File: config.mk
export PLATFORM = sky130hd
export DESIGN_NAME = wb_port_arbiter
export DESIGN_NICKNAME = d
export VERILOG_FILES = /design/src/rtl/wb_arb_pkg.sv /design/src/rtl/wb_sel_mux3.sv /design/src/rtl/wb_port_arbiter.sv
export SDC_FILE = /design/constraint.sdc
export NUM_CORES = 1
export LEC_CHECK = 0
export ABC_CLOCK_PERIOD_IN_PS = 5050
export BUFFER_PORTS_ARGS = -buffer_cell sky130_fd_sc_hd__buf_2
export CORE_MARGIN = 3
export CORE_UTILIZATION = 30
export DETAILED_ROUTE_END_ITERATION = 8
export GPL_ROUTABILITY_DRIVEN = 0
export MAX_ROUTING_LAYER = met4
export PLACE_DENSITY = 0.53
export SETUP_SLACK_MARGIN = 0.3
export SLEW_MARGIN = 10
export SYNTH_ARGS = -nofsm -noshare
export SYNTH_HDL_FRONTEND = slang
export SYNTH_HIERARCHICAL = 1
export SYNTH_SLANG_ARGS = --single-unit
File: constraint.sdc
create_clock -name clk -period 5.05 [get_ports clk]
set_input_delay 0.2525 -clock clk [delete_from_list [all_inputs] [get_ports clk]]
set_output_delay 0.2525 -clock clk [all_outputs]
set_load 0.01 [all_outputs]
File: src/rtl/wb_arb_pkg.sv
// Shared select codes, FSM state type and starvation limit for the write-port arbiter.
package wb_arb_pkg;

    localparam logic [1:0] SEL_D0 = 2'b00;
    localparam logic [1:0] SEL_D1 = 2'b10;
    localparam logic [1:0] SEL_D2 = 2'b01;

    localparam int STARVE_MAX = 15;

    typedef enum logic [1:0] {
        IDLE,
        BUSY,
        LOCK
    } arb_state_t;

    // Source index to mux select code; 11 is never produced.
    function automatic logic [1:0] sel_code(input logic [1:0] idx);
        case (idx)
            2'd1:    sel_code = SEL_D1;
            2'd2:    sel_code = SEL_D2;
            default: sel_code = SEL_D0;
        endcase
    endfunction

    // Round-robin successor over the three sources.
    function automatic logic [1:0] rr_next(input logic [1:0] idx);
        rr_next = (idx == 2'd2) ? 2'd0 : idx + 2'd1;
    endfunction

endpackage

File: src/rtl/wb_sel_mux3.sv
// Combinational 3-way data select driven by the package select codes.
module wb_sel_mux3
    import wb_arb_pkg::*;
#(
    parameter int WIDTH = 9
) (
    input  logic [1:0]       sel,
    input  logic [WIDTH-1:0] d0,
    input  logic [WIDTH-1:0] d1,
    input  logic [WIDTH-1:0] d2,
    output logic [WIDTH-1:0] y
);

    always_comb begin
        case (sel)
            SEL_D1:  y = d1;
            SEL_D2:  y = d2;
            default: y = d0;
        endcase
    end

endmodule

File: src/rtl/wb_port_arbiter.sv
// Round-robin arbiter with optional lock and a one-entry registered output for the RF write port.
// Optional starvation monitor (starve port, forced lock release) enabled by WBARB_STARVE_MON_EN.
module wb_port_arbiter
    import wb_arb_pkg::*;
#(
    parameter int WIDTH = 9,
    parameter int NREQ  = 3
) (
    input  logic              clk,
    input  logic              reset,
    input  logic [NREQ-1:0]   req,
    input  logic [NREQ-1:0]   lock,
    input  logic [WIDTH-1:0]  d0,
    input  logic [WIDTH-1:0]  d1,
    input  logic [WIDTH-1:0]  d2,
    output logic [NREQ-1:0]   gnt,
    output logic [1:0]        sel,
    output logic              out_valid,
    output logic [WIDTH-1:0]  out_data,
    output logic [1:0]        out_src,
`ifdef WBARB_STARVE_MON_EN
    output logic [NREQ-1:0]   starve,
`endif
    input  logic              out_ready
);

    arb_state_t       state, nstate;
    logic [1:0]       owner, nowner;
    logic [1:0]       rr_ptr;
    logic [1:0]       win;
    logic             has_win, locked, can_accept, accept, ov_nxt, force_rel;
    logic [WIDTH-1:0] mux_y;

    assign can_accept = !out_valid || out_ready;
    assign locked     = (state == LOCK) && req[owner];

    always_comb begin
        logic [1:0] idx;
        has_win = 1'b0;
        win     = 2'd0;
        idx     = rr_next(rr_ptr);
        if (locked) begin
            has_win = 1'b1;
            win     = owner;
        end else begin
            for (int k = 0; k < NREQ; k++) begin
                if (!has_win && req[idx]) begin
                    has_win = 1'b1;
                    win     = idx;
                end
                idx = rr_next(idx);
            end
        end
    end

    // Outputs forced to their reset values while reset is held.
    always_comb begin
        gnt = '0;
        sel = SEL_D0;
        if (has_win && !reset) begin
            sel = sel_code(win);
            if (can_accept)
                gnt[win] = 1'b1;
        end
    end

    assign accept = |gnt;
    assign ov_nxt = accept || (out_valid && !out_ready);

    wb_sel_mux3 #(.WIDTH(WIDTH)) u_mux (
        .sel (sel),
        .d0  (d0),
        .d1  (d1),
        .d2  (d2),
        .y   (mux_y)
    );

`ifdef WBARB_STARVE_MON_EN
    logic [3:0] wcnt [NREQ];

    always_ff @(posedge clk or posedge reset) begin
        if (reset) begin
            for (int i = 0; i < NREQ; i++)
                wcnt[i] <= '0;
        end else begin
            for (int i = 0; i < NREQ; i++) begin
                if (gnt[i])
                    wcnt[i] <= '0;
                else if (req[i] && wcnt[i] != 4'(STARVE_MAX))
                    wcnt[i] <= wcnt[i] + 4'd1;
            end
        end
    end

    always_comb begin
        starve = '0;
        for (int i = 0; i < NREQ; i++)
            starve[i] = (wcnt[i] == 4'(STARVE_MAX));
    end

    assign force_rel = |(starve & ~(NREQ'(1) << owner));
`else
    assign force_rel = 1'b0;
`endif

    // A held lock survives stalls; any unlocked cycle falls back to the generic rule.
    always_comb begin
        nstate = state;
        nowner = owner;
        if (locked) begin
            if (accept)
                nstate = (lock[owner] && !force_rel) ? LOCK : BUSY;
        end else if (accept && lock[win]) begin
            nstate = LOCK;
            nowner = win;
        end else begin
            nstate = ov_nxt ? BUSY : IDLE;
        end
    end

    always_ff @(posedge clk or posedge reset) begin
        if (reset) begin
            state     <= IDLE;
            owner     <= 2'd0;
            rr_ptr    <= 2'd2;
            out_valid <= 1'b0;
            out_data  <= '0;
            out_src   <= 2'd0;
        end else begin
            state     <= nstate;
            owner     <= nowner;
            out_valid <= ov_nxt;
            if (accept) begin
                out_data <= mux_y;
                out_src  <= win;
                rr_ptr   <= win;
            end
        end
    end

endmodule

Yosys cells after proc, flatten, opt, wreduce, memory -nomap -nowiden:

Index checks and enable logic that the tools add are counted.

* output and inout bits: 17
* word-level logic and storage cells: 78
* input port bits: 36
* flip-flop bits (word level): 18

* equality and inequality tests: 9
* bitwise gates (word level): 1
* mux-type cells: 37
* reductions and logical operators: 16
* $add $sub $neg: 3
* magnitude comparators: 6

Operators with widths (count)
* 2-to-1 mux 2 bit: 12
* case mux 9 bit (2 select lines): 1
* less-than comparator 2 x 3 -> 1 bit, second input constant: 5
* 2-to-1 mux 1 bit: 14
* binary-select mux 1 bit (select 2 bit): 6
* equality test 2 bit, second input constant: 6
* logical AND 1 bit: 7
* adder 2 x 1 -> 2 bit, second input constant: 3
* 2-to-1 mux 3 bit: 2
* logical NOT 1 bit: 5
* equality test 2 x 1 -> 1 bit, second input constant: 2
* case mux 2 bit (2 select lines): 1
* OR reduction 3 bit: 1
* demux 1 bit (select 2 bit): 1
* >= comparator 2 x 1 -> 1 bit, second input constant: 1
* logical OR 1 bit: 2
* != test 2 x 1 -> 1 bit, second input constant: 1
* AND reduction 2 bit: 1
* inverter 1 bit: 1

Depth between registers and ports, before layout:

Gate-level depths: netlist of run 1.

* depth in word-level cells: 25
* mapped depth: 13
* depth with buffers taken out: 11

Cells and area by module:

Netlist of run 1, hierarchy kept.

By module, submodules not included
* wb_port_arbiter: instances 1, seq. area each 426.7 um^2, cells an instance 111, area an instance 925.9 um^2
* wb_sel_mux3: instances 1, seq. area each 0.0 um^2, cells an instance 35, area an instance 240.2 um^2

Worst setup path before layout of run 1:

Ideal clock, no wire load.

* path type: register to register
* start: register rr_ptr[1]
* end: register out_data[5]
* data required time: 4.933 ns
* period minus slack after synthesis: 2.200 ns
* setup time: 0.117 ns
* arrival time: 2.083 ns
* path buffers: 2
* stages on the path, launching flop included: 13
* setup slack: 2.850 ns
* cell sequence: dfstp_2 -> nor3b_1 -> a31oi_2 -> inv_1 -> a21boi_1 -> nor2_1 -> ha_1 -> buf_6 -> buf_12 -> nand2_1 -> o21ai_2 -> nand2_1 -> nand2_1

* elaborated cells between the ends (all ways): 45
* classes of those cells: add/sub (3); order compare (2); eq/ne (7); mux (26); reduce/logical (7)

RTL lines
* from (decl): line wb_port_arbiter.sv:29 `logic [1:0] rr_ptr;`
* from (signal assigned): line wb_port_arbiter.sv:136 `rr_ptr <= win;`
* adder 2 x 1 -> 2 bit or equality test 2 bit (tied branches): line wb_arb_pkg.sv:27 `rr_next = (idx == 2'd2) ? 2'd0 : idx + 2'd1;`
* 2-to-1 mux 2 bit (*): line wb_arb_pkg.sv:27
* parallel branches: the longest is 14 deep, another holds adder 2 x 1 -> 2 bit
* 2-to-1 mux 2 bit (*): line wb_port_arbiter.sv:60 `if (has_win && !reset) begin`
* net sel[1]: line wb_port_arbiter.sv:17 `output logic [1:0] sel,`
* equality test 2 x 1 -> 1 bit or equality test 2 bit (tied branches): line wb_sel_mux3.sv:15 `case (sel)`
* case mux 9 bit (2 select lines) (*): line wb_sel_mux3.sv:15
* net mux_y[5]: line wb_port_arbiter.sv:32 `logic [WIDTH-1:0] mux_y;`
* to (signal assigned): line wb_port_arbiter.sv:134 `out_data <= mux_y;`
* to (decl): line wb_port_arbiter.sv:19 `output logic [WIDTH-1:0] out_data,`

Mark *: on every way through the listed nets, which the timed path passes. The select of a mux whose other input is x is not followed.
A chain may end at the register's enable or synchronous reset.

Final worst setup path of run 1:

* start: register rr_ptr[1]
* end: register out_data[1]

* elaborated cells between the ends (all ways): 45
* classes of those cells: add/sub (3); order compare (2); eq/ne (7); mux (26); reduce/logical (7)

RTL lines (line)
* adder 2 x 1 -> 2 bit or equality test 2 bit (tied branches): wb_arb_pkg.sv:27
* 2-to-1 mux 2 bit (*): wb_arb_pkg.sv:27
* parallel branches: the longest is 14 deep, another holds adder 2 x 1 -> 2 bit
* 2-to-1 mux 2 bit (*): wb_port_arbiter.sv:60
* equality test 2 x 1 -> 1 bit or equality test 2 bit (tied branches): wb_sel_mux3.sv:15
* case mux 9 bit (2 select lines) (*): wb_sel_mux3.sv:15
* net mux_y[1]: wb_port_arbiter.sv:32

Marked as above.

==> impl_metrics.yaml, run 1 <==
yosys:
  synth_top_family_by_area: "simple AND/OR/NAND/NOR gates"
  synth_nets: 184
  synth-warning-count: 6
  syn_avg_cell_area_um2: 7.99
  netlist-cell-type-count: 37
  yosys.area_share.xor_xnor_pct: 0
  synth_mux_area_share_pct: 1.72
  synthAdderAreaFrac_pct: 2.15
  synth_area_um2: 1170
  synth_compound_area_share_pct: 25.5
  netlist_instances: 146
  seq_area_frac_synth_pct: 36.6
  synth-seq-cells: 17
  yosys.area_share.simple_pct: 25.9
pwr:
  leakage_nw: 0.755
  swShare_pct: 37.7
  power_frac_comb_pct: 37.5
  p_switching_uw: 177
  powerDensity_nw_per_um2: 321
  p_int_uw: 293
  clock_power_share_pct: 22.0
  pwr-share-seq_pct: 40.5
  vdd_drop_max_mv: 0.0815
worst_setup_path:
  cp_max_fo: 18
  arrival_ps: 2770
  critPathKind: "register to register"
  cp-start-kind: "register"
  critPathCaptureType: "register"
  required_ps: 5240
detailed_routing:
  drt-pass1-iter-count: 4
  via_count: 1191
  drt-initial-drc-count: 28
  via_per_inst: 4.90
  drc: 0
  detail_route.wl_per_cell_um: 12.9
  drt-total-wl_um: 3140
  ant_nets: 0
global_route:
  grt_usage_pct: 15.0
  antenna_found_initial: 0
  grt_max_degree: 19
  grt_pass1_wl_um: 5090
  first_global_vias: 1092
  grt_overflow_total: 0
job:
  maxCapViolCount: 0
timing:
  drv_slew: 0
  finalSetupTns_ps: 0
  fin_worst_skew_ps: 3.25
  maxSlewHeadroom_pct: 54.6
  setup_viol: 0
  fin_crit_sh_pct: 51.0
  worst_slew_pin_slew_ps: 680
  hold_viol: 0
  fmax_mhz: 389
  rsz0062_at_grt: "no"
  fin_crit_ps: 2570
layout:
  nFillCells: 399
  layout_commonest_cell: "buf_2"
  area_delta_synth_final_pct: 25.5
  design_area_um2: 1460
  nNetsFinal: 234
  antenna_cells: 0
  final_cell_mix: "buf_2, nand2_1, dfrtp_1, nor2_1, a22oi_1"
  drive_gt1_share_pct: 34.9
cts:
  clock_sinks: 17
  cts_resized: 0
  root_buffer: "clkbuf_8"
  postCtsHoldBufs: 0
  clk_pin_slew_ps: 70
  clk_latency_ps: 250
  clockBufferDepth: 2
  htreeDepth: 1
  cts_made_buffers: 3
  cts_setup_buffers: 0
  cts_tree: "yes"
floorplanning:
  die_x_um: 68.3
  row_count: 22
  die_h_um: 68.3
  ios: 53
  initial_core_util_pct: 31.4
  core_area_um2: 3720
  die-area_um2: 4670
place:
  port_buffers: 52
  place_hpwl_um: 2470
  post_dp_cell_area_um2: 1420
outcome:
  outcome: "finished clean"
worst_hold_path:
  hp-class: "input port to async pin"
[synth_stat cells]
master     number  area share, %
a2111oi_0       1           0.75
a211o_1         1           0.75
a21boi_1        1           0.64
a21o_1          1           0.64
a21oi_1         6            2.6
a21oi_2         2            1.5
a22oi_1         9            5.8
a31oi_2         1            1.1
a41oi_1         1           0.75
and3_1          1           0.54
buf_12          1            1.7
buf_4           1           0.64
buf_6           3            2.9
clkbuf_1        2           0.64
dfrtp_1        16             34
dfstp_2         1            2.3
ha_1            2            2.1
inv_1           6            1.9
inv_2           1           0.32
mux2i_1         2            1.7
nand2_1        42             14
nand2b_1        4            2.1
nand3_1         2           0.86
nor2_1          9            2.9
nor2_2          1           0.54
nor2b_1         2            1.1
nor3_1          2           0.86
nor3b_1         1           0.64
o21a_1          3            1.9
o21ai_0         3            1.3
o21ai_1         8            3.4
o21ai_2         4            3.0
o31ai_1         1           0.64
o32ai_1         1           0.75
or2_4           1           0.75
or3_1           2            1.1
or3_4           1           0.97
[sequential cells by signal, summed over array words and instances, names as in the netlist]
name,count
out_src,2
out_data,9
owner,2
rr_ptr,1
state,2
out_valid,1
[final timing paths]
path,cells after the start,endpoint,slack (ps),start
setup / recovery,10,out_data[1],2480,rr_ptr[1]
hold / removal,2,out_data[4],110,reset
setup reg to reg,10,out_data[1],2480,rr_ptr[1]
hold reg to reg,2,out_data[8],480,out_data[8]
max in group asynchronous,2,state[1],4510,reset
min in group clk,5,out_data[0],310,d0[0]
[routing by layer]
metal | vias up | part of all wire [%] | global-route usage (%)
li1 | 602 | - | -
met2 | 27 | 45 | 21.9
met4 | 0 | 0.83 | 5.96
met1 | 560 | 50 | 20.9
met5 | - | 0 | -
met3 | 2 | 4.1 | 1.97
[per-stage QoR]
stage / power (mW) / utilization [%] / cells / setup slack [ps] / hold slack [ps]
final: 0.470 / 39.4 / 243 / 2480 / 113
after global routing: 0.510 / 39.4 / 243 / 2190 / 171
after CTS: 0.474 / 39.4 / 243 / 2470 / 132
after detailed placement: 0.369 / 38.1 / 239 / 2490 / 410
after global placement: 0.367 / 38.1 / 239 / 2610 / 397
after floorplan: 0.319 / - / 146 / 2850 / 178
[layout make-up]
class                           instances  area (um2)  share of cell area, %
Clock buffer                            3        41.3                   2.82
Tap cell                               48        60.1                   4.10
Sequential cell                        17         427                   29.1
Multi-Input combinational cell        115         644                   44.0
Timing Repair Buffer                   52         260                   17.8
Inverter                                7        26.3                   1.79
Clock inverter                          1        5.00                  0.342
[power by group through the flow]
stage               registers, mW  logic (mW)  clock network, mW
CTS                         0.190       0.177              0.106
floorplan                   0.197       0.123                  0
detailed placement          0.193       0.176                  0
finish                      0.191       0.176              0.103
global placement            0.192       0.175                  0
global route                0.195       0.202              0.113
[worst max-delay path: stages, from the launching register on]
cell,delay [ps]
dfstp_2,560
nor3b_1,70
a31oi_2,370
inv_1,140
a21boi_1,250
nor2_1,100
ha_1,620
nand2_1,110
o21ai_1,120
nand2_1,90
nand2_1,80
[cell families after synthesis]
group / Yosys count
adders and majority gates: 2
and+or+nand+nor: 68
buffers and inverters: 14
muxes: 2
DFF: 17
AOI/OAI and AO/OA: 43
Power figures use the tool's default switching activity.
==> inputs of run 2 (changes only) <==
--- a/config.mk
+++ b/config.mk
@@ -5,14 +5,14 @@
 export SDC_FILE = /design/constraint.sdc
 export NUM_CORES = 1
 export LEC_CHECK = 0
-export ABC_CLOCK_PERIOD_IN_PS = 5050
+export ABC_CLOCK_PERIOD_IN_PS = 2060
 export BUFFER_PORTS_ARGS = -buffer_cell sky130_fd_sc_hd__buf_2
 export CORE_MARGIN = 3
 export CORE_UTILIZATION = 30
 export DETAILED_ROUTE_END_ITERATION = 8
 export GPL_ROUTABILITY_DRIVEN = 0
 export MAX_ROUTING_LAYER = met4
-export PLACE_DENSITY = 0.53
+export PLACE_DENSITY = 0.55
 export SETUP_SLACK_MARGIN = 0.3
 export SLEW_MARGIN = 10
 export SYNTH_ARGS = -nofsm -noshare
==> constraint.sdc (replaced) <==
create_clock -name clk -period 2.06 [get_ports clk]
set_input_delay 0.103 -clock clk [delete_from_list [all_inputs] [get_ports clk]]
set_output_delay 0.103 -clock clk [all_outputs]
set_load 0.01 [all_outputs]
==> impl_metrics.yaml, run 2 (synthesis results as in run 1) <==
layout:
  finish.utilization_pct: 50.4
  final_cell_mix: "buf_2, nand2_1, dfrtp_1, buf_4"
  largest_register_ffs: 9
  seq_area_um2: 427
  multi_input_area_um2: 861
  regMostFlops: "out_data"
  nFillCells: 354
  nNetsFinal: 252
  drive_gt1_share_pct: 53.1
  area_delta_synth_final_pct: 60.6
  antenna_cells: 0
  layout_commonest_cell: "buf_2"
worst_setup_path:
  cp_max_fo: 18
  worst_path_max_delay_cell: "dfrtp_1"
  worst-path-buf-inv: 1
  required_ps: 2210
  critPathCaptureType: "register"
  path_delay_family: "simple AND/OR/NAND/NOR gates"
  arrival_ps: 2120
  cp-start-kind: "register"
  critPathLaunch: "owner[1]"
  rr_startpoint: "owner[1]"
  r2r.worst_path.cells: 10
  crit_top_cell: "nand2_1"
  slowest_delay_ps: 420
  path_depth: 10
  path_cells: "nand2b_4, or3_4, a21boi_4, nor2_4, ha_2, buf_12, nand2_1, o21ai_2, nand2_1, nand2_1"
  critPathKind: "register to register"
pwr:
  vdd_drop_max_mv: 0.378
  leakage_nw: 0.905
  powerDensity_nw_per_um2: 749
detailed_routing:
  drt-total-wl_um: 3500
  drc: 0
  via_count: 1272
  detail_route.wl_per_cell_um: 13.4
  drt-pass1-iter-count: 4
  drt-initial-drc-count: 34
  ant_nets: 0
  via_per_inst: 4.87
timing:
  rsz0062_at_grt: "yes"
  setup_viol: 0
  fin_worst_skew_ps: 3.41
  whs_ps: 158
  maxSlewHeadroom_pct: 52.3
  worst_slew_pin_slew_ps: 715
  hold_viol: 0
  setup_slack_ps: 82.4
  drv_slew: 0
  fin_crit_sh_pct: 96.0
  fin_crit_ps: 1980
  fmax_mhz: 506
job:
  maxCapViolCount: 0
global_route:
  grt_pass1_wl_um: 5330
  grt_max_degree: 19
  antenna_found_initial: 0
  first_global_vias: 1155
  grt_overflow_total: 0
  grt_usage_pct: 15.7
floorplanning:
  ios: 53
  die_x_um: 68.3
  row_count: 22
  die_h_um: 68.3
  die-area_um2: 4670
  core_area_um2: 3720
  initial_core_util_pct: 31.4
cts:
  htreeDepth: 1
  clk_pin_slew_ps: 70
  clockBufferDepth: 2
  clock_sinks: 17
  clk_latency_ps: 250
  root_buffer: "clkbuf_8"
  cts_tree: "yes"
  cts_made_buffers: 3
worst_hold_path:
  hold_path_depth: 5
  holdCritStartpoint: "d0[4]"
  hp-class: "input port to register"
place:
  port_buffers: 52
  preCtsSetupSlack_ps: -26.2
  place_hpwl_um: 2600
outcome:
  outcome: "finished clean"
[run 2: cell count changes in the layout (fill, tap and decap cells not counted), sizes merged]
cell,change
buf,+17
dlygate4sd3,+1
[run 2: path summary, 6_finish.rpt]
path,to,slack (ps)
worst max-delay path,out_data[3],80
worst min-delay path,out_data[4],160
worst max register to register,out_data[3],80
worst min register to register,out_data[5],470
max in group asynchronous,owner[0],1080
min in group asynchronous,out_src[0],520
[run 2: timing repair]
action / CTS / global route
setup buffers: 4 / 4
endpoints found under the setup margin: 13 / 14
hold buffers: 1 / 0
pin swaps: 8 / 8
hold endpoints to repair: 9 / 0
resized for setup: 16 / 19
[run 2: worst reg2reg max path: stages, from the launching register on]
cell	delay, ps
dfrtp_1	420
nand2b_4	170
or3_4	340
a21boi_4	160
nor2_4	110
ha_2	290
buf_12	160
nand2_1	80
o21ai_2	50
nand2_1	50
nand2_1	50
[run 2: per-stage QoR]
stage / power (mW) / instance area (um2) / setup TNS (ps) / std cells
6_report: 1.40 / 1870 / 0 / 261
3_5_place_dp: 1.02 / 1570 / -69.7 / 248
3_3_place_gp: 1.02 / 1570 / -5.45 / 248
4_1_cts: 1.35 / 1730 / 0 / 257
5_1_grt: 1.51 / 1870 / -53.6 / 261
2_1_floorplan: 0.826 / 1240 / 0 / 146
[run 2: area by class of cell]
cell class	instances	share of cell area, %
clock buffer	3	2.20
clock inverter	1	0.267
inverter	7	1.54
multi-input combinational	115	46.0
sequential	17	22.8
tap	48	3.21
timing repair buffer	70	24.0
[run 2: where the power goes]
part	internal (mW)	leakage (nW)	switching (mW)
Combinational	0.327	0.669	0.362
Sequential	0.409	0.211	0.0525
Clock	0.134	0.0255	0.117
Total	0.870	0.905	0.532
[run 2: per-layer routing]
metal / GRT usage [%] / vias up / routed length, um
met5: - / - / 0
met4: 3.97 / 0 / 27
met3: 3.61 / 2 / 129
met2: 26.4 / 27 / 1870
met1: 19.0 / 608 / 1470
li1: - / 635 / -
==> inputs of run 3 (changes only) <==
--- a/config.mk
+++ b/config.mk
@@ -7,12 +7,14 @@
 export LEC_CHECK = 0
 export ABC_CLOCK_PERIOD_IN_PS = 2060
 export BUFFER_PORTS_ARGS = -buffer_cell sky130_fd_sc_hd__buf_2
+export CELL_PAD_IN_SITES_DETAIL_PLACEMENT = 0
+export CELL_PAD_IN_SITES_GLOBAL_PLACEMENT = 2
 export CORE_MARGIN = 3
-export CORE_UTILIZATION = 30
+export CORE_UTILIZATION = 22
 export DETAILED_ROUTE_END_ITERATION = 8
 export GPL_ROUTABILITY_DRIVEN = 0
 export MAX_ROUTING_LAYER = met4
-export PLACE_DENSITY = 0.55
+export PLACE_DENSITY = 0.72
 export SETUP_SLACK_MARGIN = 0.3
 export SLEW_MARGIN = 10
 export SYNTH_ARGS = -nofsm -noshare
==> impl_metrics.yaml, run 3 (synthesis results as in run 1) <==
detailed_routing:
  via_per_inst: 4.57
  drt-total-wl_um: 3820
  drt-initial-drc-count: 38
  drt-pass1-iter-count: 4
  via_count: 1299
  drc: 0
  ant_nets: 0
  detail_route.wl_per_cell_um: 13.5
timing:
  setup_slack_ps: 76.2
  fmax_mhz: 504
  fin_crit_ps: 1980
  fin_worst_skew_ps: 2.16
  rsz0062_at_grt: "yes"
  fin_crit_sh_pct: 96.3
  whs_ps: 154
  worst_slew_pin_slew_ps: 673
  setup_viol: 0
  drv_slew: 0
  finalSetupTns_ps: 0
  maxSlewHeadroom_pct: 55.1
  hold_viol: 0
floorplanning:
  ios: 53
  initial_core_util_pct: 23.7
  row_count: 25
  core_area_um2: 4910
  die_h_um: 78.8
  die-area_um2: 6210
  die_x_um: 78.8
worst_setup_path:
  rr_startpoint: "owner[1]"
  required_ps: 2200
  ff2ff_setup_slack_ps: 80
  r2r.worst_path.cells: 10
  critPathKind: "register to register"
  cp-start-kind: "register"
  critPathCaptureType: "register"
  arrival_ps: 2120
  rr_endpoint: "out_data[3]"
  cp_max_fo: 10
layout:
  drive_gt1_share_pct: 56.2
  seq_area_um2: 428
  stdcell_count: 284
  largest_register_ffs: 9
  antenna_cells: 0
  nNetsFinal: 256
  regMostFlops: "out_data"
  final_cell_mix: "buf_2, nand2_1, buf_4, dfrtp_1, buf_6"
  nFillCells: 536
  area_delta_synth_final_pct: 63.9
  layout_commonest_cell: "buf_2"
  multi_input_area_um2: 867
worst_hold_path:
  hold_path_depth: 5
  hp-class: "input port to register"
  holdCritStartpoint: "d0[5]"
  worstHoldEndpoint: "out_data[5]"
pwr:
  p_total_mw: 1.41
  p_int_uw: 877
  power_frac_comb_pct: 50.1
  vdd_drop_max_mv: 0.285
  leakage_nw: 0.908
  pwr-share-seq_pct: 32.5
  powerDensity_nw_per_um2: 738
  clock_power_share_pct: 17.4
  p_switching_uw: 534
  swShare_pct: 37.9
global_route:
  grt_usage_pct: 12.2
  grt_pass1_wl_um: 5930
  grt_overflow_total: 0
  grt_max_degree: 18
  first_global_vias: 1274
  use_met3_pct: 3.40
  antenna_found_initial: 0
  top_usage_layer: "met2"
  grt_util_met2_pct: 20.9
  use_met1_pct: 15.0
cts:
  clockBufferDepth: 2
  root_buffer: "clkbuf_8"
  cts_tree: "yes"
  clk_pin_slew_ps: 60
  clock_sinks: 17
  cts_made_buffers: 3
  clk_latency_ps: 250
  htreeDepth: 1
outcome:
  outcome: "finished clean"
place:
  place_hpwl_um: 2880
  port_buffers: 52
  dp.cells: 269
  preCtsSetupSlack_ps: -57.5
job:
  maxCapViolCount: 0
run 3: cell count changes in the layout (fill, tap and decap cells not counted), sizes merged:
| cell | change |
|---|---|
| buf | +4 |
| clkbuf | +1 |
| clkinv | -1 |
run 3: worst max-delay path by stage:
stage               startpoint          end  depth (start not counted)
finish                owner[1]  out_data[3]                         10
CTS                   owner[1]  out_data[8]                         10
global placement      owner[1]  out_data[5]                         10
detailed placement    owner[1]  out_data[6]                         10
global route          owner[1]  out_data[4]                         10
floorplan             owner[1]  out_data[0]                         13
run 3: power groups by stage:
stage	clock, mW	sequential (mW)	combinational [mW]
6_report	0.245	0.459	0.707
5_1_grt	0.278	0.471	0.777
4_1_cts	0.254	0.458	0.650
3_5_place_dp	0	0.460	0.561
3_3_place_gp	0	0.461	0.556
2_1_floorplan	0	0.489	0.337
run 3: area by class of cell:
class,count,share of cell area (%)
sequential,17,22.4
tap,67,4.38
clock buffer,4,2.36
inverter,7,1.51
timing repair buffer,74,24.0
multi-input combinational,115,45.4
run 3: routing by layer:
| layer | vias to the layer above | share of wire [%] |
|---|---|---|
| li1 | 647 | - |
| met1 | 618 | 41 |
| met2 | 30 | 53 |
| met3 | 4 | 4.3 |
| met4 | 0 | 1.1 |
| met5 | - | 0 |
run 3: per-stage QoR:
stage                     instance area (um2)  utilization, %
after floorplan                          1240               -
after global placement                   1600            32.6
after detailed placement                 1600            32.6
after CTS                                1810            36.9
after global routing                     1910            38.9
final                                    1910            38.9
run 3: critical path: stages (launching register included):
cell	delay, ps
dfrtp_2	440
nand2b_4	160
or3_4	330
a21boi_4	150
nor2_4	110
ha_2	300
buf_6	150
nand2_1	70
o21ai_2	50
nand2_1	60
nand2_1	50
run 3: what timing repair did:
action	CTS	global route
setup buffers	7	3
endpoints found under the setup margin	13	16
hold buffers	1	0
gates resized for setup	24	16
endpoints found under the hold margin	16	0
pin swaps	10	6
